==> src/rtl/adc_pkg.sv <==
// Shared ADC frame constants and arbiter state encoding.
// Also consumed by the SPI capture stage.
package adc_pkg;

    localparam int ADC_CH_W   = 4;
    localparam int ADC_MAX_CH = 16;
    localparam int ADC_DATA_W = 12;

    typedef enum logic {
        ARB_IDLE,
        ARB_RESP
    } arb_state_t;

endpackage

==> src/rtl/rr_arbiter.sv <==
// Combinational round-robin pick, searching upward from last_grant+1.
// The last_grant register is owned by the parent.
module rr_arbiter #(
    parameter int NUM_REQ = 4,
    parameter int IDX_W   = $clog2(NUM_REQ)
) (
    input  logic [NUM_REQ-1:0] req,
    input  logic [IDX_W-1:0]   last_grant,
    output logic [NUM_REQ-1:0] grant,
    output logic [IDX_W-1:0]   grant_idx
);

    always_comb begin
        logic found;
        grant     = '0;
        grant_idx = '0;
        found     = 1'b0;
        // First pass above last_grant, second pass wraps from zero.
        for (int j = 0; j < NUM_REQ; j++) begin
            if (!found && req[j] && (j > int'(last_grant))) begin
                found     = 1'b1;
                grant[j]  = 1'b1;
                grant_idx = IDX_W'(j);
            end
        end
        for (int j = 0; j < NUM_REQ; j++) begin
            if (!found && req[j]) begin
                found     = 1'b1;
                grant[j]  = 1'b1;
                grant_idx = IDX_W'(j);
            end
        end
    end

endmodule

==> src/rtl/adc_read_arbiter.sv <==
// ADC reading bank with fresh tracking, shared among requesters
// through a round-robin req/ack read port.
module adc_read_arbiter
    import adc_pkg::*;
#(
    parameter int NUM_REQ = 4,
    parameter int NUM_CH  = 16,
    parameter int DATA_W  = ADC_DATA_W
) (
    input  logic                         clk,
    input  logic                         reset,
    input  logic                         upd_valid,
    input  logic [ADC_CH_W-1:0]          upd_ch,
    input  logic [DATA_W-1:0]            upd_data,
    input  logic [NUM_REQ-1:0]           req,
    input  logic [NUM_REQ*ADC_CH_W-1:0]  req_ch,
    output logic [NUM_REQ-1:0]           ack,
    output logic [DATA_W-1:0]            rd_data,
    output logic                         rd_fresh,
    output logic                         rd_err,
    output logic [NUM_CH-1:0]            fresh_mask,
    output logic [7:0]                   overrun_cnt
);

    localparam int IDX_W = $clog2(NUM_REQ);

    arb_state_t            state_q, state_d;
    logic [IDX_W-1:0]      last_q, last_d;
    logic [NUM_REQ-1:0]    ack_q, ack_d;
    logic [DATA_W-1:0]     rdat_q, rdat_d;
    logic                  rfresh_q, rfresh_d;
    logic                  err_q, err_d;
    logic [ADC_CH_W-1:0]   ch_q, ch_d;
    logic [NUM_CH-1:0]     fmask_q, fmask_d;
    logic [7:0]            ovr_q, ovr_d;
    logic [DATA_W-1:0]     bank_q [NUM_CH];
    logic [DATA_W-1:0]     bank_d [NUM_CH];

    logic [NUM_REQ-1:0]    gnt;
    logic [IDX_W-1:0]      gnt_idx;
    logic [ADC_CH_W-1:0]   win_ch;
    logic [DATA_W-1:0]     win_data;
    logic                  win_fresh;
    logic                  win_err;

    rr_arbiter #(
        .NUM_REQ (NUM_REQ),
        .IDX_W   (IDX_W)
    ) u_rr (
        .req        (req),
        .last_grant (last_q),
        .grant      (gnt),
        .grant_idx  (gnt_idx)
    );

    // Channels with no bank entry fall through as errors.
    always_comb begin
        win_ch    = '0;
        win_data  = '0;
        win_fresh = 1'b0;
        win_err   = 1'b1;
        for (int i = 0; i < NUM_REQ; i++) begin
            if (gnt[i]) begin
                win_ch = req_ch[i*ADC_CH_W +: ADC_CH_W];
            end
        end
        for (int c = 0; c < NUM_CH; c++) begin
            if (win_ch == ADC_CH_W'(c)) begin
                win_err   = 1'b0;
                win_data  = bank_q[c];
                win_fresh = fmask_q[c];
            end
        end
    end

    always_comb begin
        state_d  = state_q;
        last_d   = last_q;
        ack_d    = '0;
        rdat_d   = rdat_q;
        rfresh_d = rfresh_q;
        err_d    = err_q;
        ch_d     = ch_q;
        fmask_d  = fmask_q;
        ovr_d    = ovr_q;
        bank_d   = bank_q;

        unique case (state_q)
            ARB_IDLE: begin
                if (|req) begin
                    state_d  = ARB_RESP;
                    last_d   = gnt_idx;
                    ack_d    = gnt;
                    rdat_d   = win_data;
                    rfresh_d = win_fresh;
                    err_d    = win_err;
                    ch_d     = win_ch;
                end
            end
            ARB_RESP: begin
                state_d = ARB_IDLE;
                for (int c = 0; c < NUM_CH; c++) begin
                    if (!err_q && (ch_q == ADC_CH_W'(c))) begin
                        fmask_d[c] = 1'b0;
                    end
                end
            end
            default: state_d = ARB_IDLE;
        endcase

        // Applied after the clear so a same-edge update keeps the flag set.
        if (upd_valid) begin
            for (int c = 0; c < NUM_CH; c++) begin
                if (upd_ch == ADC_CH_W'(c)) begin
                    bank_d[c]  = upd_data;
                    fmask_d[c] = 1'b1;
                    if (fmask_q[c] && (ovr_q != 8'hFF)) begin
                        ovr_d = ovr_q + 8'd1;
                    end
                end
            end
        end
    end

    always_ff @(posedge clk or posedge reset) begin
        if (reset) begin
            state_q  <= ARB_IDLE;
            last_q   <= IDX_W'(NUM_REQ - 1);
            ack_q    <= '0;
            rdat_q   <= '0;
            rfresh_q <= 1'b0;
            err_q    <= 1'b0;
            ch_q     <= '0;
            fmask_q  <= '0;
            ovr_q    <= '0;
            bank_q   <= '{default: '0};
        end else begin
            state_q  <= state_d;
            last_q   <= last_d;
            ack_q    <= ack_d;
            rdat_q   <= rdat_d;
            rfresh_q <= rfresh_d;
            err_q    <= err_d;
            ch_q     <= ch_d;
            fmask_q  <= fmask_d;
            ovr_q    <= ovr_d;
            bank_q   <= bank_d;
        end
    end

    assign ack         = ack_q;
    assign rd_data     = rdat_q;
    assign rd_fresh    = rfresh_q;
    assign rd_err      = err_q;
    assign fresh_mask  = fmask_q;
    assign overrun_cnt = ovr_q;

endmodule

==> config.mk <==
export PLATFORM = sky130hd
export DESIGN_NAME = adc_read_arbiter
export DESIGN_NICKNAME = d
export VERILOG_FILES = /design/src/rtl/adc_pkg.sv /design/src/rtl/rr_arbiter.sv /design/src/rtl/adc_read_arbiter.sv
export SDC_FILE = /design/constraint.sdc
export NUM_CORES = 1
export LEC_CHECK = 0
export BUFFER_PORTS_ARGS = -buffer_cell sky130_fd_sc_hd__buf_4
export CAP_MARGIN = 20
export CORE_UTILIZATION = 35
export CTS_CLUSTER_SIZE = 16
export DETAILED_ROUTE_END_ITERATION = 7
export GPL_ROUTABILITY_DRIVEN = 0
export PLACE_DENSITY = 0.62
export RECOVER_POWER = 100
export SLEW_MARGIN = 25
export SYNTH_ARGS = -nofsm -noshare
export SYNTH_HDL_FRONTEND = slang
export SYNTH_SLANG_ARGS = --single-unit
export TNS_END_PERCENT = 30
==> constraint.sdc <==
create_clock -name clk -period 7.4 [get_ports clk]
set_input_delay 0.37 -clock clk [delete_from_list [all_inputs] [get_ports clk]]
set_output_delay 0.37 -clock clk [all_outputs]
set_load 0.01 [all_outputs]
==> impl_metrics.toml, run 1 <==
[routing]
wl_per_cell_um = 20.8
dr.pass1.iters = 7
viasPerCell = 5.50
drt_iter0_markers = 637
num_vias = 8604
antenna_left = 0
wirelength_um = 32500
drc_errors = 0

[run_status]
violations = "max-capacitance violations, max-slew violations"
status = "finished with violations"

[floorplan]
rows = 66
start_util = 0.358
pin_count = 81
core-area_um2 = 32700
die_x_um = 185
die_y_um = 185
dieArea_um2 = 34200

[critical_path]
crit_path_start_kind = "primary input"
worstReg2RegEnd = "rd_data[3]"
cp_data_required_time_ns = 7.72
crit_fanout = 98
path_cells = "dlygate4sd3_1 -> clkbuf_4 -> clkinvlp_2 -> clkbuf_2"
endpoint = "fresh_mask[0]"
slowest_stage = "clkinvlp_2"
startpoint = "reset"
r2r-start = "last_q[1]"
critical_path_arrival_ns = 5.13
max_stage_delay_ns = 2.44
reg2reg_depth = 10
crit_type = "in2async"
r2r_slack_ns = 2.70
endpoint_kind = "asynchronous set/reset pin"

[synth]
syn-num-nets = 1082
yosysMostFrequentCell = "dfrtp_1"
synth_cells = 1042
synth_cell_type_count = 73
synth_top_area_share = 0.511
synth_edf_count = 0
yosysWarningCount = 0
ys.flop_type = "dfrtp_1"
synthTopCellsByCount = "dfrtp_1 (239), mux2_2 (195), nand2_1 (120), o21ai_0 (61), nor2_1 (49)"
synth.area.top_cells = "dfrtp_1 (51%), mux2_2 (19%), nand2_1 (3.9%)"
ys_seq_area_frac = 0.516
avgSynthCellArea_um2 = 11.2
syn_area_um2 = 11700
ys_async_sr_fraction = 1.00
ys_seq_elements = 241
yosysTopAreaCell = "dfrtp_1"

[sta]
layout_setup_ws_ns = 2.59
tns_ns = 0
finalHoldViolCount = 0
timing.final.crit_share = 0.650
whs_ns = 0.0999
max_clock_freq_mhz = 208
relSlewSlack = -1.93
skew_ns = 0.0228
rsz0062_at_grt = "no"
worst_pin_slew_ns = 4.37
slew_violations = 196
setup_viol = 0
period_needed_ns = 4.81

[cells_and_area]
fin_cells = 1563
antenna_cells = 0
finalNetCount = 1140
area_delta_synth_final_pct = 13.4
drive_gt1_frac = 0.264
fillers = 3229

[power]
irDropWorstVdd_v = 0.000185
p_per_area_nw_per_um2 = 371
leakagePower_nw = 5.61

[clock_tree]
clock_path_buffers = 3
clkTransAtPathRegs_ns = 0.06
cts_root_buf = "clkbuf_16"
h-tree-depth = 1
insertion_delay_ns = 0.54
cts_tree = "yes"
clock_sinks = 241
ctsResizeCount = 0
cts_buffers = 27

[global_routing]
grt_max_degree = 99
track_usage = 0.194
antenna_found_initial = 0
grt_overflow = 0
grt_pass1_vias = 8603
grt_pass1_wl_um = 51100

[placed_design]
port_buffers = 80
dpl.cell_count = 1512
hpwl_um = 21300
place_ws_ns = 3.51

[flow_run]
cap_viol_max_count = 3

[min_path]
hold_path_class = "in2reg"
power breakdown:
| group | switching, mW | internal (mW) | leakage [nW] |
|---|---|---|---|
| clock | 0.531 | 0.751 | 0.411 |
| sequential | 0.274 | 1.68 | 2.94 |
| combinational | 1.01 | 0.671 | 2.26 |
| total | 1.82 | 3.10 | 5.61 |
worst min path at each step:
stage / slack [ns] / start / end / cells after the start
after detailed placement: 0.49 / bank_q[185] / bank_q[185] / 1
after global routing: 0.10 / upd_valid / overrun_cnt[6] / 2
after global placement: 0.48 / bank_q[185] / bank_q[185] / 1
after CTS: 0.08 / upd_valid / overrun_cnt[6] / 2
final: 0.1 / upd_valid / overrun_cnt[6] / 2
after floorplan: 0.47 / bank_q[182] / bank_q[182] / 1
per-layer routing:
metal	vias up	global-route usage	share of wire
met3	60	0.0352	0.066
met2	269	0.289	0.43
met5	-	0	0
met1	4390	0.288	0.48
li1	3885	-	-
met4	0	0.0522	0.025
worst max-delay path, delay by kind of cell:
family                 cells  cell delay, ns
buffers and inverters      4            4.65
flip-flops by register name, indices dropped and copies added (netlist names):
signal,flops
bank_q,192
fresh_mask,16
rd_data,12
overrun_cnt,8
ack,4
ch_q,4
last_q,2
rd_err,1
rd_fresh,1
state_q,1
layout by cell type (no fill, tap or decap), types with 16 or more instances in the layout:
cell       instances
a211oi_1          17
a21oi_1           35
buf_4             43
clkbuf_1          66
clkbuf_16         27
dfrtp_1          239
mux2_2           195
mux2i_1           26
nand2_1          120
nand3_1           37
nor2_1            49
nor3_1            19
o21ai_0           68
o22ai_1           16
cell type report:
cell class	instances	area [um^2]	share of cell area
clock buffers	44	779	0.0588
clock inverters	6	58.8	0.00443
inverters	11	42.5	0.00321
multi-input cells	719	5240	0.395
flip-flops and latches	241	6030	0.455
well taps	442	553	0.0417
repair buffers	100	556	0.0419
through the flow:
stage / utilization / area, um^2 / total power [mW]
floorplan: - / 11700 / 3.12
global placement: 0.387 / 12600 / 3.69
detailed placement: 0.387 / 12600 / 3.73
CTS: 0.412 / 13500 / 5.03
global route: 0.406 / 13300 / 5.21
finish: 0.406 / 13300 / 4.92
logic make-up after synthesis:
family          Yosys count  synth area share
buf+inv                  82            0.0346
flops                   241             0.516
mux                     223             0.214
simple gates            284             0.115
compound gates          205             0.116
fa+ha+maj                 1           0.00107
xor+xnor                  6           0.00449
timing repair:
action,4_1_cts,5_1_grt
endpoints found under the hold margin,59,0
hold buffers,1,0
buffers inserted,0,0
(Power assumes the default switching activity.)
==> run 2: changes to the inputs <==
Settings changed: PLACE_DENSITY 0.62 to 0.6.
Clock period 7.4 ns to 5 ns, I/O delays scaled along.
==> run 2 against run 1 <==
Net effect:
- the flow still finishes with violations (max-capacitance violations, max-slew violations)
- flip-flop and latch count did not move
- utilization rose by 0.36 points
- non-clock buffer count increased by 2
- sequential power is 48% higher
- global-route usage rose by 0.33 points
- count of clock-buffer cells in the layout decreased by 11
- combinational power rose by 50%
- clock power is 59% higher
- via count is 1.3% higher
- final cell count barely moved
- wire length is 2.2% higher
- critical endpoint is now rd_data[2]
- largest cell class unchanged
- highest routed layer is now met5
==> impl_metrics.toml, run 2 (synthesis results as in run 1) <==
[critical_path]
crit_fanout = 32
reg2reg_depth = 9
r2r-start = "last_q[1]"
crit_type = "reg2reg"
worstReg2RegEnd = "rd_data[2]"
critical_path_arrival_ns = 4.54
crit_path_start_kind = "flip-flop"
cp_data_required_time_ns = 5.40
endpoint_kind = "flip-flop"
r2r_slack_ns = 0.87

[clock_tree]
ctsResizeCount = 0
clkTransAtPathRegs_ns = 0.06
clock_path_buffers = 3
cts_root_buf = "clkbuf_16"
insertion_delay_ns = 0.53
cts_tree = "yes"
cts_buffers = 26
h-tree-depth = 1
clock_sinks = 241

[flow_run]
cap_viol_max_count = 4

[placed_design]
hpwl_um = 21800
port_buffers = 80
place_ws_ns = 1.35
dpl-instance-area_um2 = 12700
dpl.cell_count = 1513

[sta]
rsz0062_at_grt = "no"
worst_pin_slew_ns = 1.80
timing.final.crit_share = 0.827
max_clock_freq_mhz = 242
whs_ns = 0.0164
slew_violations = 53
finalHoldViolCount = 0
relSlewSlack = -0.202
tns_ns = 0
setup_viol = 0
period_needed_ns = 4.13
layout_setup_ws_ns = 0.866
skew_ns = 0.0129

[run_status]
violations = "max-capacitance violations, max-slew violations"
status = "finished with violations"

[routing]
antenna_left = 0
wirelength_um = 33200
dr.pass1.iters = 5
num_vias = 8712
wl_per_cell_um = 21.3
drt_iter0_markers = 752
drc_errors = 0
viasPerCell = 5.58

[power]
irDropWorstVdd_v = 0.000314
leakagePower_nw = 5.67
p_per_area_nw_per_um2 = 557
finalPower_mw = 7.46

[cells_and_area]
layout_common_cells = "dfrtp_1 (239), mux2_2 (195), nand2_1 (120)"
fin_cells = 1562
utilization = 0.409
drive_gt1_frac = 0.275
finalNetCount = 1141
fin_area_um2 = 13400
final_common_cell = "dfrtp_1"
top_register = "bank_q"
largest_reg_flops = 192
antenna_cells = 0
area_delta_synth_final_pct = 14.4
fillers = 3207

[floorplan]
pin_count = 81
die_y_um = 185
rows = 66
die_x_um = 185
dieArea_um2 = 34200
start_util = 0.358
core-area_um2 = 32700

[min_path]
whs_path_depth = 3
hold_path_class = "in2reg"
hold_end = "ack[0]"
worstHoldStart = "req[0]"

[global_routing]
grt_pass1_vias = 8593
grt_max_degree = 162
antenna_found_initial = 1
grt_pass1_wl_um = 51700
track_usage = 0.198
grt_overflow = 0
-- run 2: power breakdown --
group          internal (mW)  leakage, nW  switching, mW  total [mW]
Clock                   1.25        0.456          0.799        2.04
Sequential              2.48         2.94          0.403        2.88
Combinational           1.01         2.28           1.52        2.53
-- run 2: routing by layer --
layer  vias to the layer above  GRT usage  part of all wire
li1                       3899          -                 -
met1                      4441      0.303              0.48
met2                       313      0.284              0.42
met3                        57     0.0372             0.071
met4                         2     0.0479             0.023
met5                         -          0           0.00042
-- run 2: repair_timing --
action / 4_1_cts / 5_1_grt
endpoints found under the hold margin: 5 / 0
setup buffers: 0 / 0
hold buffers: 2 / 0
-- run 2: worst max path at each step --
stage	end	startpoint	slack, ns	cells past startpoint
3_5_place_dp	rd_data[2]	last_q[1]	1.35	9
6_report	rd_data[2]	last_q[1]	0.87	9
4_1_cts	rd_data[2]	last_q[1]	1.34	9
3_3_place_gp	rd_data[5]	last_q[1]	1.42	9
5_1_grt	rd_data[2]	last_q[1]	0.59	9
2_1_floorplan	ack[0]	reset	1.59	1
-- run 2: area by class of cell --
type	count	area, um^2	share of cell area
clock buffer	33	738	0.0552
clock inverter	14	173	0.0129
inverter	11	42.5	0.00318
multi-input combinational	719	5250	0.392
sequential	241	6030	0.451
tap	442	553	0.0413
timing repair buffer	102	592	0.0442
-- run 2: worst max-delay path: stages, from the launching register on --
cell	delay [ns]
dfstp_1	0.72
a21oi_1	0.11
o211ai_1	0.42
o22a_1	0.27
and3_2	0.70
nand2_1	0.71
o22ai_1	0.59
nor3_1	0.13
a211oi_1	0.23
o21ai_0	0.12
